--- config.mk ---
export PLATFORM = sky130hd
export DESIGN_NAME = ram_1p_arbiter_flat
export DESIGN_NICKNAME = d
export VERILOG_FILES = /design/src/rtl/ram_1p_arbiter_if.sv /design/src/rtl/ram_1p_arbiter.sv /design/src/flat_wrapper.sv
export SDC_FILE = /design/constraint.sdc
export NUM_CORES = 1
export LEC_CHECK = 0
export CAP_MARGIN = 25
export CORE_AREA = 4 4 121 123
export CTS_BUF_LIST = sky130_fd_sc_hd__clkbuf_4 sky130_fd_sc_hd__clkbuf_8 sky130_fd_sc_hd__clkbuf_16
export DETAILED_ROUTE_END_ITERATION = 16
export DIE_AREA = 0 0 125 127
export SLEW_MARGIN = 20
export SYNTH_ARGS = -nofsm -noshare
export SYNTH_HDL_FRONTEND = slang
export SYNTH_SLANG_ARGS = --single-unit
export TNS_END_PERCENT = 100
--- constraint.sdc ---
create_clock -name clk_i -period 1.8 [get_ports clk_i]
set_input_delay 0.36 -clock clk_i [delete_from_list [all_inputs] [get_ports clk_i]]
set_output_delay 0.36 -clock clk_i [all_outputs]
set_load 0.01 [all_outputs]
--- src/rtl/ram_1p_arbiter_if.sv ---
// Host-port and RAM-port signal bundle for the two-host single-port RAM arbiter.
// The slave modport is the arbiter's view. The master modport is the view of the hosts and the RAM.
interface ram_1p_arbiter_if;
  logic [1:0]  host_req_i;
  logic [1:0]  host_gnt_o;
  logic [1:0]  host_we_i;
  logic [7:0]  host_be_i;
  logic [63:0] host_addr_i;
  logic [63:0] host_wdata_i;
  logic [1:0]  host_rvalid_o;
  logic [63:0] host_rdata_o;
  logic [1:0]  host_err_o;
  logic        ram_req_o;
  logic        ram_we_o;
  logic [3:0]  ram_be_o;
  logic [31:0] ram_addr_o;
  logic [31:0] ram_wdata_o;
  logic        ram_rvalid_i;
  logic [31:0] ram_rdata_i;

  modport slave (
    input  host_req_i, host_we_i, host_be_i, host_addr_i, host_wdata_i,
           ram_rvalid_i, ram_rdata_i,
    output host_gnt_o, host_rvalid_o, host_rdata_o, host_err_o,
           ram_req_o, ram_we_o, ram_be_o, ram_addr_o, ram_wdata_o
  );

  modport master (
    output host_req_i, host_we_i, host_be_i, host_addr_i, host_wdata_i,
           ram_rvalid_i, ram_rdata_i,
    input  host_gnt_o, host_rvalid_o, host_rdata_o, host_err_o,
           ram_req_o, ram_we_o, ram_be_o, ram_addr_o, ram_wdata_o
  );
endinterface

--- src/rtl/ram_1p_arbiter.sv ---
// Round-robin arbiter that shares one single-cycle 32-bit RAM between two req/gnt/rvalid hosts.
// Accesses outside the RAM window get an error response and do not reach the RAM.
module ram_1p_arbiter #(
  parameter int unsigned Depth    = 128,
  parameter logic [31:0] BaseAddr = 32'h0010_0000
) (
  input logic             clk_i,
  input logic             rst_ni,
  ram_1p_arbiter_if.slave bus
);
  localparam int unsigned Aw = $clog2(Depth);
  localparam int unsigned Tw = 32 - Aw - 2;

  logic [1:0] w_in_win;
  logic       w_gnt_any;
  logic       w_gnt_host;
  logic       w_ram_req;
  logic       w_sel;

  logic r_last_winner;
  logic r_resp_valid;
  logic r_resp_host;
  logic r_resp_err;
  logic r_resp_we;

  always_comb begin
    w_in_win = '0;
    for (int unsigned h = 0; h < 2; h++) begin
      w_in_win[h] = (bus.host_addr_i[32*h+Aw+2 +: Tw] == BaseAddr[31:Aw+2]);
    end
  end

  always_comb begin
    w_gnt_any  = |bus.host_req_i;
    w_gnt_host = 1'b0;
    case (bus.host_req_i)
      2'b01:   w_gnt_host = 1'b0;
      2'b10:   w_gnt_host = 1'b1;
      2'b11:   w_gnt_host = ~r_last_winner;
      default: w_gnt_host = 1'b0;
    endcase
  end

  // When the RAM is idle, its command outputs follow host 0 so that they never float.
  always_comb begin
    w_ram_req = w_gnt_any & w_in_win[w_gnt_host];
    w_sel     = w_ram_req ? w_gnt_host : 1'b0;

    bus.host_gnt_o             = '0;
    bus.host_gnt_o[w_gnt_host] = w_gnt_any;

    bus.ram_req_o   = w_ram_req;
    bus.ram_we_o    = bus.host_we_i[w_sel];
    bus.ram_be_o    = bus.host_be_i[4*w_sel +: 4];
    bus.ram_addr_o  = bus.host_addr_i[32*w_sel +: 32];
    bus.ram_wdata_o = bus.host_wdata_i[32*w_sel +: 32];
  end

  always_ff @(posedge clk_i or negedge rst_ni) begin
    if (!rst_ni) begin
      r_last_winner <= 1'b1;
      r_resp_valid  <= 1'b0;
      r_resp_host   <= 1'b0;
      r_resp_err    <= 1'b0;
      r_resp_we     <= 1'b0;
    end else begin
      if (w_gnt_any) begin
        r_last_winner <= w_gnt_host;
      end
      r_resp_valid <= w_gnt_any;
      r_resp_host  <= w_gnt_host;
      r_resp_err   <= ~w_in_win[w_gnt_host];
      r_resp_we    <= bus.host_we_i[w_gnt_host];
    end
  end

  always_comb begin
    bus.host_rvalid_o = '0;
    bus.host_err_o    = '0;
    bus.host_rdata_o  = '0;
    bus.host_rvalid_o[r_resp_host] = r_resp_valid;
    bus.host_err_o[r_resp_host]    = r_resp_valid & r_resp_err;
    if (r_resp_valid && !r_resp_err && !r_resp_we) begin
      bus.host_rdata_o[32*r_resp_host +: 32] = bus.ram_rdata_i;
    end
  end

  // The RAM ack is never used to generate rvalid. It must agree with the in-window response schedule.
  a_ram_ack_consistent: assert property (
    @(posedge clk_i) disable iff (!rst_ni)
    bus.ram_rvalid_i == (r_resp_valid & ~r_resp_err)
  );
endmodule

--- src/flat_wrapper.sv ---
// flat-port wrapper written by rule: the top's interface ports become plain ports
module ram_1p_arbiter_flat 
#(
  parameter int unsigned Depth    = 128,
  parameter logic [31:0] BaseAddr = 32'h0010_0000
)
  (clk_i, rst_ni, bus_host_req_i, bus_host_we_i, bus_host_be_i, bus_host_addr_i, bus_host_wdata_i, bus_ram_rvalid_i, bus_ram_rdata_i, bus_host_gnt_o, bus_host_rvalid_o, bus_host_rdata_o, bus_host_err_o, bus_ram_req_o, bus_ram_we_o, bus_ram_be_o, bus_ram_addr_o, bus_ram_wdata_o);
  ram_1p_arbiter_if bus_i ();
  input logic clk_i;
  input logic rst_ni;
  input wire logic [$bits(bus_i.host_req_i)-1:0] bus_host_req_i;
  input wire logic [$bits(bus_i.host_we_i)-1:0] bus_host_we_i;
  input wire logic [$bits(bus_i.host_be_i)-1:0] bus_host_be_i;
  input wire logic [$bits(bus_i.host_addr_i)-1:0] bus_host_addr_i;
  input wire logic [$bits(bus_i.host_wdata_i)-1:0] bus_host_wdata_i;
  input wire logic [$bits(bus_i.ram_rvalid_i)-1:0] bus_ram_rvalid_i;
  input wire logic [$bits(bus_i.ram_rdata_i)-1:0] bus_ram_rdata_i;
  output wire logic [$bits(bus_i.host_gnt_o)-1:0] bus_host_gnt_o;
  output wire logic [$bits(bus_i.host_rvalid_o)-1:0] bus_host_rvalid_o;
  output wire logic [$bits(bus_i.host_rdata_o)-1:0] bus_host_rdata_o;
  output wire logic [$bits(bus_i.host_err_o)-1:0] bus_host_err_o;
  output wire logic [$bits(bus_i.ram_req_o)-1:0] bus_ram_req_o;
  output wire logic [$bits(bus_i.ram_we_o)-1:0] bus_ram_we_o;
  output wire logic [$bits(bus_i.ram_be_o)-1:0] bus_ram_be_o;
  output wire logic [$bits(bus_i.ram_addr_o)-1:0] bus_ram_addr_o;
  output wire logic [$bits(bus_i.ram_wdata_o)-1:0] bus_ram_wdata_o;
  assign bus_i.host_req_i = bus_host_req_i;
  assign bus_i.host_we_i = bus_host_we_i;
  assign bus_i.host_be_i = bus_host_be_i;
  assign bus_i.host_addr_i = bus_host_addr_i;
  assign bus_i.host_wdata_i = bus_host_wdata_i;
  assign bus_i.ram_rvalid_i = bus_ram_rvalid_i;
  assign bus_i.ram_rdata_i = bus_ram_rdata_i;
  assign bus_host_gnt_o = bus_i.host_gnt_o;
  assign bus_host_rvalid_o = bus_i.host_rvalid_o;
  assign bus_host_rdata_o = bus_i.host_rdata_o;
  assign bus_host_err_o = bus_i.host_err_o;
  assign bus_ram_req_o = bus_i.ram_req_o;
  assign bus_ram_we_o = bus_i.ram_we_o;
  assign bus_ram_be_o = bus_i.ram_be_o;
  assign bus_ram_addr_o = bus_i.ram_addr_o;
  assign bus_ram_wdata_o = bus_i.ram_wdata_o;
  ram_1p_arbiter #(.Depth(Depth), .BaseAddr(BaseAddr)) u_core (.clk_i(clk_i), .rst_ni(rst_ni), .bus(bus_i));
endmodule
# Word level (Yosys, flattened, before mapping)
# Index checks and enable logic that the tools add are counted.
[word_totals] reg_bits=5 latchBits=0 mem_bits_rw=0 mem_bits_ro=0 inputBits=175 output_inout_bits=140 wordCells=48 memories=0
[classes] addsub=1 multipliers=0 n_div=0 order_cmp=5 eq_ne=4 n_shift=5 mux=13 n_bitwise=8 reduce_logical=7
[ops] operator="$shiftx 64x7->32" count=2
[ops] operator="$and 64x64->64" count=1
[ops] operator="$mux 64" count=1
[ops] operator="$shift 32x34->64 const A" count=1
[ops] operator="$shiftx 32x34->64" count=1
[ops] operator="$eq 23x12->1 const B" count=2
[ops] operator="$neg 6->34" count=1
[ops] operator="$mux 1" count=9
[ops] operator="$shiftx 8x4->4" count=1
[ops] operator="$and 2x2->2" count=3
[ops] operator="$lt 1x2->1 const B" count=3
[ops] operator="$eq 2x2->1 const B" count=2
[ops] operator="$logic_and 1x1->1" count=4
[ops] operator="$and 1x1->1" count=2
[ops] operator="$demux 1 s1" count=2
[ops] operator="$ge 1x1->1 const B" count=2
[ops] operator="$logic_not 1->1" count=2
[ops] operator="$not 1->1" count=2
[ops] operator="$pmux 1 s2" count=1
[ops] operator="$reduce_or 2->1" count=1

# Depth between registers and ports, before layout
[logic_depth] word_depth=8 ltp_mapped=5 ltp_nobuf=4

# Least setup slack after synthesis
# No wires, ideal clock.
[synth_timing] kind="input port to output port" from="input port bus_host_addr_i[45]" to="output port bus_ram_addr_o[1]" t_arrival_ps=1590 required_time_ps=1440 slack_ps=-150 stages=5 path_buffers=1 cell_sequence="nor4b_1 -> nand4_1 -> nor2_4 -> buf_4 -> mux2_2"
[synth_between] elab_chain_len=6
[synth_rtl] element="start: declaration" line_no="flat_wrapper.sv:14" source="input wire logic [$bits(bus_i.host_addr_i)-1:0] bus_host_addr_i;"
[synth_rtl] element="$eq 23x12->1" line_no="ram_1p_arbiter.sv:29" source="w_in_win[h] = (bus.host_addr_i[32*h+Aw+2 +: Tw] == BaseAddr[31:Aw+2]);"
[synth_rtl] element="$mux 1 (not written as such) (2 in series)" line_no="ram_1p_arbiter.sv:46" source="w_ram_req = w_gnt_any & w_in_win[w_gnt_host];"
[synth_rtl] element="$and 1x1->1" line_no="ram_1p_arbiter.sv:46"
[synth_rtl] element="$mux 1" line_no="ram_1p_arbiter.sv:47" source="w_sel = w_ram_req ? w_gnt_host : 1'b0;"
[synth_rtl] element="$shiftx 64x7->32" line_no="ram_1p_arbiter.sv:55" source="bus.ram_addr_o = bus.host_addr_i[32*w_sel +: 32];"
[synth_rtl] element="end: declaration" line_no="flat_wrapper.sv:25" source="output wire logic [$bits(bus_i.ram_addr_o)-1:0] bus_ram_addr_o;"
# Every way passes these cells. The select of a mux whose other input is x is not followed.

# Worst setup path in the final report
[layout_timing] from="input port bus_host_req_i[1]" to="output port bus_ram_wdata_o[8]"
[layout_between] elab_chain_len=7 word_cells_on_any_way=9 classes_between="2 x eq/ne; 1 x shift; 4 x mux; 1 x bitwise; 1 x reduce/logical"
[layout_rtl] element="start: declaration" line_no="flat_wrapper.sv:11" source="input wire logic [$bits(bus_i.host_req_i)-1:0] bus_host_req_i;"
[layout_rtl] element="$eq 2x2->1" line_no="ram_1p_arbiter.sv:36" source="case (bus.host_req_i)"
[layout_rtl] element="$pmux 1 s2 *" line_no="ram_1p_arbiter.sv:36"
[layout_rtl] element="named net u_core.w_gnt_host" line_no="ram_1p_arbiter.sv:16" source="logic w_gnt_host;"
[layout_rtl] element="$mux 1 (not written as such) (2 in series)" line_no="ram_1p_arbiter.sv:46"
[layout_rtl] element="$and 1x1->1" line_no="ram_1p_arbiter.sv:46"
[layout_rtl] element="$mux 1 *" line_no="ram_1p_arbiter.sv:47"
[layout_rtl] element="$shiftx 64x7->32 *" line_no="ram_1p_arbiter.sv:56" source="bus.ram_wdata_o = bus.host_wdata_i[32*w_sel +: 32];"
[layout_rtl] element="end: declaration" line_no="flat_wrapper.sv:26" source="output wire logic [$bits(bus_i.ram_wdata_o)-1:0] bus_ram_wdata_o;"
# Mark *: on every way through the listed nets, which the timed path passes. The rest lies on a longest branch. The select of a mux whose other input is x is not followed.

==> run summary <==
Multi-input logic area: 0.00182 mm2
Clock transition at path regs: 30 ps
Worst vdd ir: 0.000229 V
Failing checks: negative setup slack
Chip width: 125 um
Fmax: 0.444 GHz
Post-synthesis register bit count: 5
Area growth, synth to finish: 310%
Async set-reset flop share out of synthesis: 100%
First-pass GRT wire length: 18,400 um
TritonRoute pass-1 iters: 4
Final min period: 2250 ps
CTS tree: built
Post-DP HPWL: 10,000 um
HP Class: in -> async
Setup CP Type: in -> out
Yosys warnings: 0
Post-synth EDFFs: 0
Worst-Margin Slew: 260 ps
Worst EP required: 1440 ps
P_leak: 2.80 nW
Clk_skew: 0.939 ps
Syn nets: 360
Unique masters post-synth: 26
Startpoint types: input port
Num CTS Buffers: 3
DR WL/cell: 17.7 um
FP Rows: 43
Port Buf Inserts: 313
Total gr overflow: 0
Slew Viols, Final: 0
Crit path arrival time: 1890 ps
Clk Latency, worst-skew pair: 220 ps
Initial antenna violation count: 0
RSZ-0062 raised after global routing: true
Number of H-tree levels: 1
Cts hold-fix bufs: 0
Final hold vios: 0
R2r setup slk: 360 ps
Synth Instances: 185
Maxcap violations: 0
Ratio of final minimum period to clock period: 125%
Die H: 127 um
Share of cells above drive strength 1: 63.7%
Setup TNS: -31,680 ps
Final WL: 12,800 um
Vias per inst: 3.94
Most common cell in the synthesized netlist: and2_1
N_diodes: 0
CP max FO: 8
Top cells by area, synth: mux2_2 (33%), and2_1 (28%), nor2b_1 (9.7%)
Synth top area share: 33.2%
Primary FF master, synth: dfrtp_1
CTS sink count: 5
Post-route DRC: 0
Initial core utilization: 10.9%
Clk buf depth: 2
Final ANT Viol Nets: 0
Endpoint class of the critical path: output port
Outcome: complete, but fails checks
DR vias: 2,860
Total power draw: 1.35 mW
Post-Syn Area: 0.00149 mm2
Die area: 0.0159 mm2
Fin nets: 721
Sequential-to-total area share from yosys stat: 8.48%
Core Box Area: 0.0137 mm2
Gr usage total: 14.3%
Reg area: 128 um2
Placer Congestion: 0.898
Mean Syn Cell Area: 8.06 um2
# setup viols final: 134
Largest area contributor in the netlist: mux2_2
Starting DRT DRC Count: 27
CTS root buffer: clkbuf_16
Vias in the first global route: 3,248
Relative slew slack: 82.7%
Filler instances: 1,315
I/O pin count: 315
P per Cell Area: 221 mW/mm2
Largest net degree at the start of global routing: 17
Final setup margin: -454 ps
Synth cell count leaders: and2_1 (66), mux2_2 (44), nor2b_1 (23), nor4_1 (8), clkbuf_1 (6)
## worst max-delay path, stage by stage
cell	delay, ps
dlygate4sd2_1	220
a21boi_4	220
nand3_2	110
nor2_4	140
buf_12	140
buf_8	130
buf_16	140
mux2_4	310
buf_6	120
## power by group
group          internal [mW]  switching [mW]
clock                  0.308          0.0676
combinational          0.579           0.259
sequential             0.124          0.0101
## final cells by class
class | instances | share of cell area [%]
Sequential cell | 5 | 2.09
Multi-Input combinational cell | 166 | 29.8
Tap cell | 180 | 3.69
Timing Repair Buffer | 369 | 63.0
Inverter | 1 | 0.0615
Clock buffer | 4 | 1.35
## worst paths after layout
check,start,to,cells past startpoint
worst min register to register,u_core.r_last_winner,u_core.r_last_winner,3
worst min-delay path,rst_ni,u_core.r_resp_we,1
worst max register to register,u_core.r_last_winner,u_core.r_resp_err,8
max in group asynchronous,rst_ni,u_core.r_last_winner,1
worst max-delay path,bus_host_req_i[1],bus_ram_wdata_o[8],9
min in group clk_i,bus_host_req_i[0],u_core.r_last_winner,3
## what timing repair did
action	CTS	global route
resized for setup	728	172
buffers inserted	22	11
gates cloned	9	2
endpoints found under the setup margin	140	136
pin swaps	27	38
## cells in the final DEF, fill, tap and decap left out, drive strengths merged
cell type      instances
a21boi                 2
a21oi                  1
and2                  66
and3                   1
buf                  199
clkbuf                11
clkdlybuf4s15          6
clkdlybuf4s50        133
dfrtp                  4
dfstp                  1
dlygate4sd2           23
dlymetal6s2s           1
inv                    1
mux2                  47
nand2                  1
nand3                  1
nand4                  2
nor2                   5
nor2b                 23
nor3                   3
nor3b                  2
nor4                   8
nor4b                  2
o21a                   1
or2                    1
## flip-flops by register name, indices dropped and copies added, names as in the netlist
register              count
u_core.r_last_winner      1
u_core.r_resp_err         1
u_core.r_resp_host        1
u_core.r_resp_valid       1
u_core.r_resp_we          1
## metal layers
layer	vias up	routed length, um	GRT usage (%)
li1	1352	-	-
met1	1302	4460	14.8
met2	194	7010	28.4
met3	12	1170	4.43
met4	0	201	2.87
met5	-	0	0
## metrics by stage
| step | std cells | setup WS [ps] | util, % | hold slack [ps] | instance area, um2 |
|---|---|---|---|---|---|
| 3_3_place_gp | 686 | -1110 | 38.1 | 585 | 5210 |
| 3_5_place_dp | 686 | -1140 | 38.1 | 592 | 5210 |
| 5_1_grt | 725 | -538 | 44.7 | 379 | 6110 |
| 2_1_floorplan | 185 | -85.3 | - | 64.4 | 1740 |
| 6_report | 725 | -454 | 44.7 | 353 | 6110 |
| 4_1_cts | 719 | -498 | 40.6 | 357 | 5550 |
## logic make-up after synthesis
kind of cell / synth area share (%)
AOI/OAI and AO/OA: 2.10
muxes: 35.5
DFF: 8.48
and+or+nand+nor: 47.9
buffers and inverters: 5.96
Note: power is estimated with default switching activity, not from simulation.
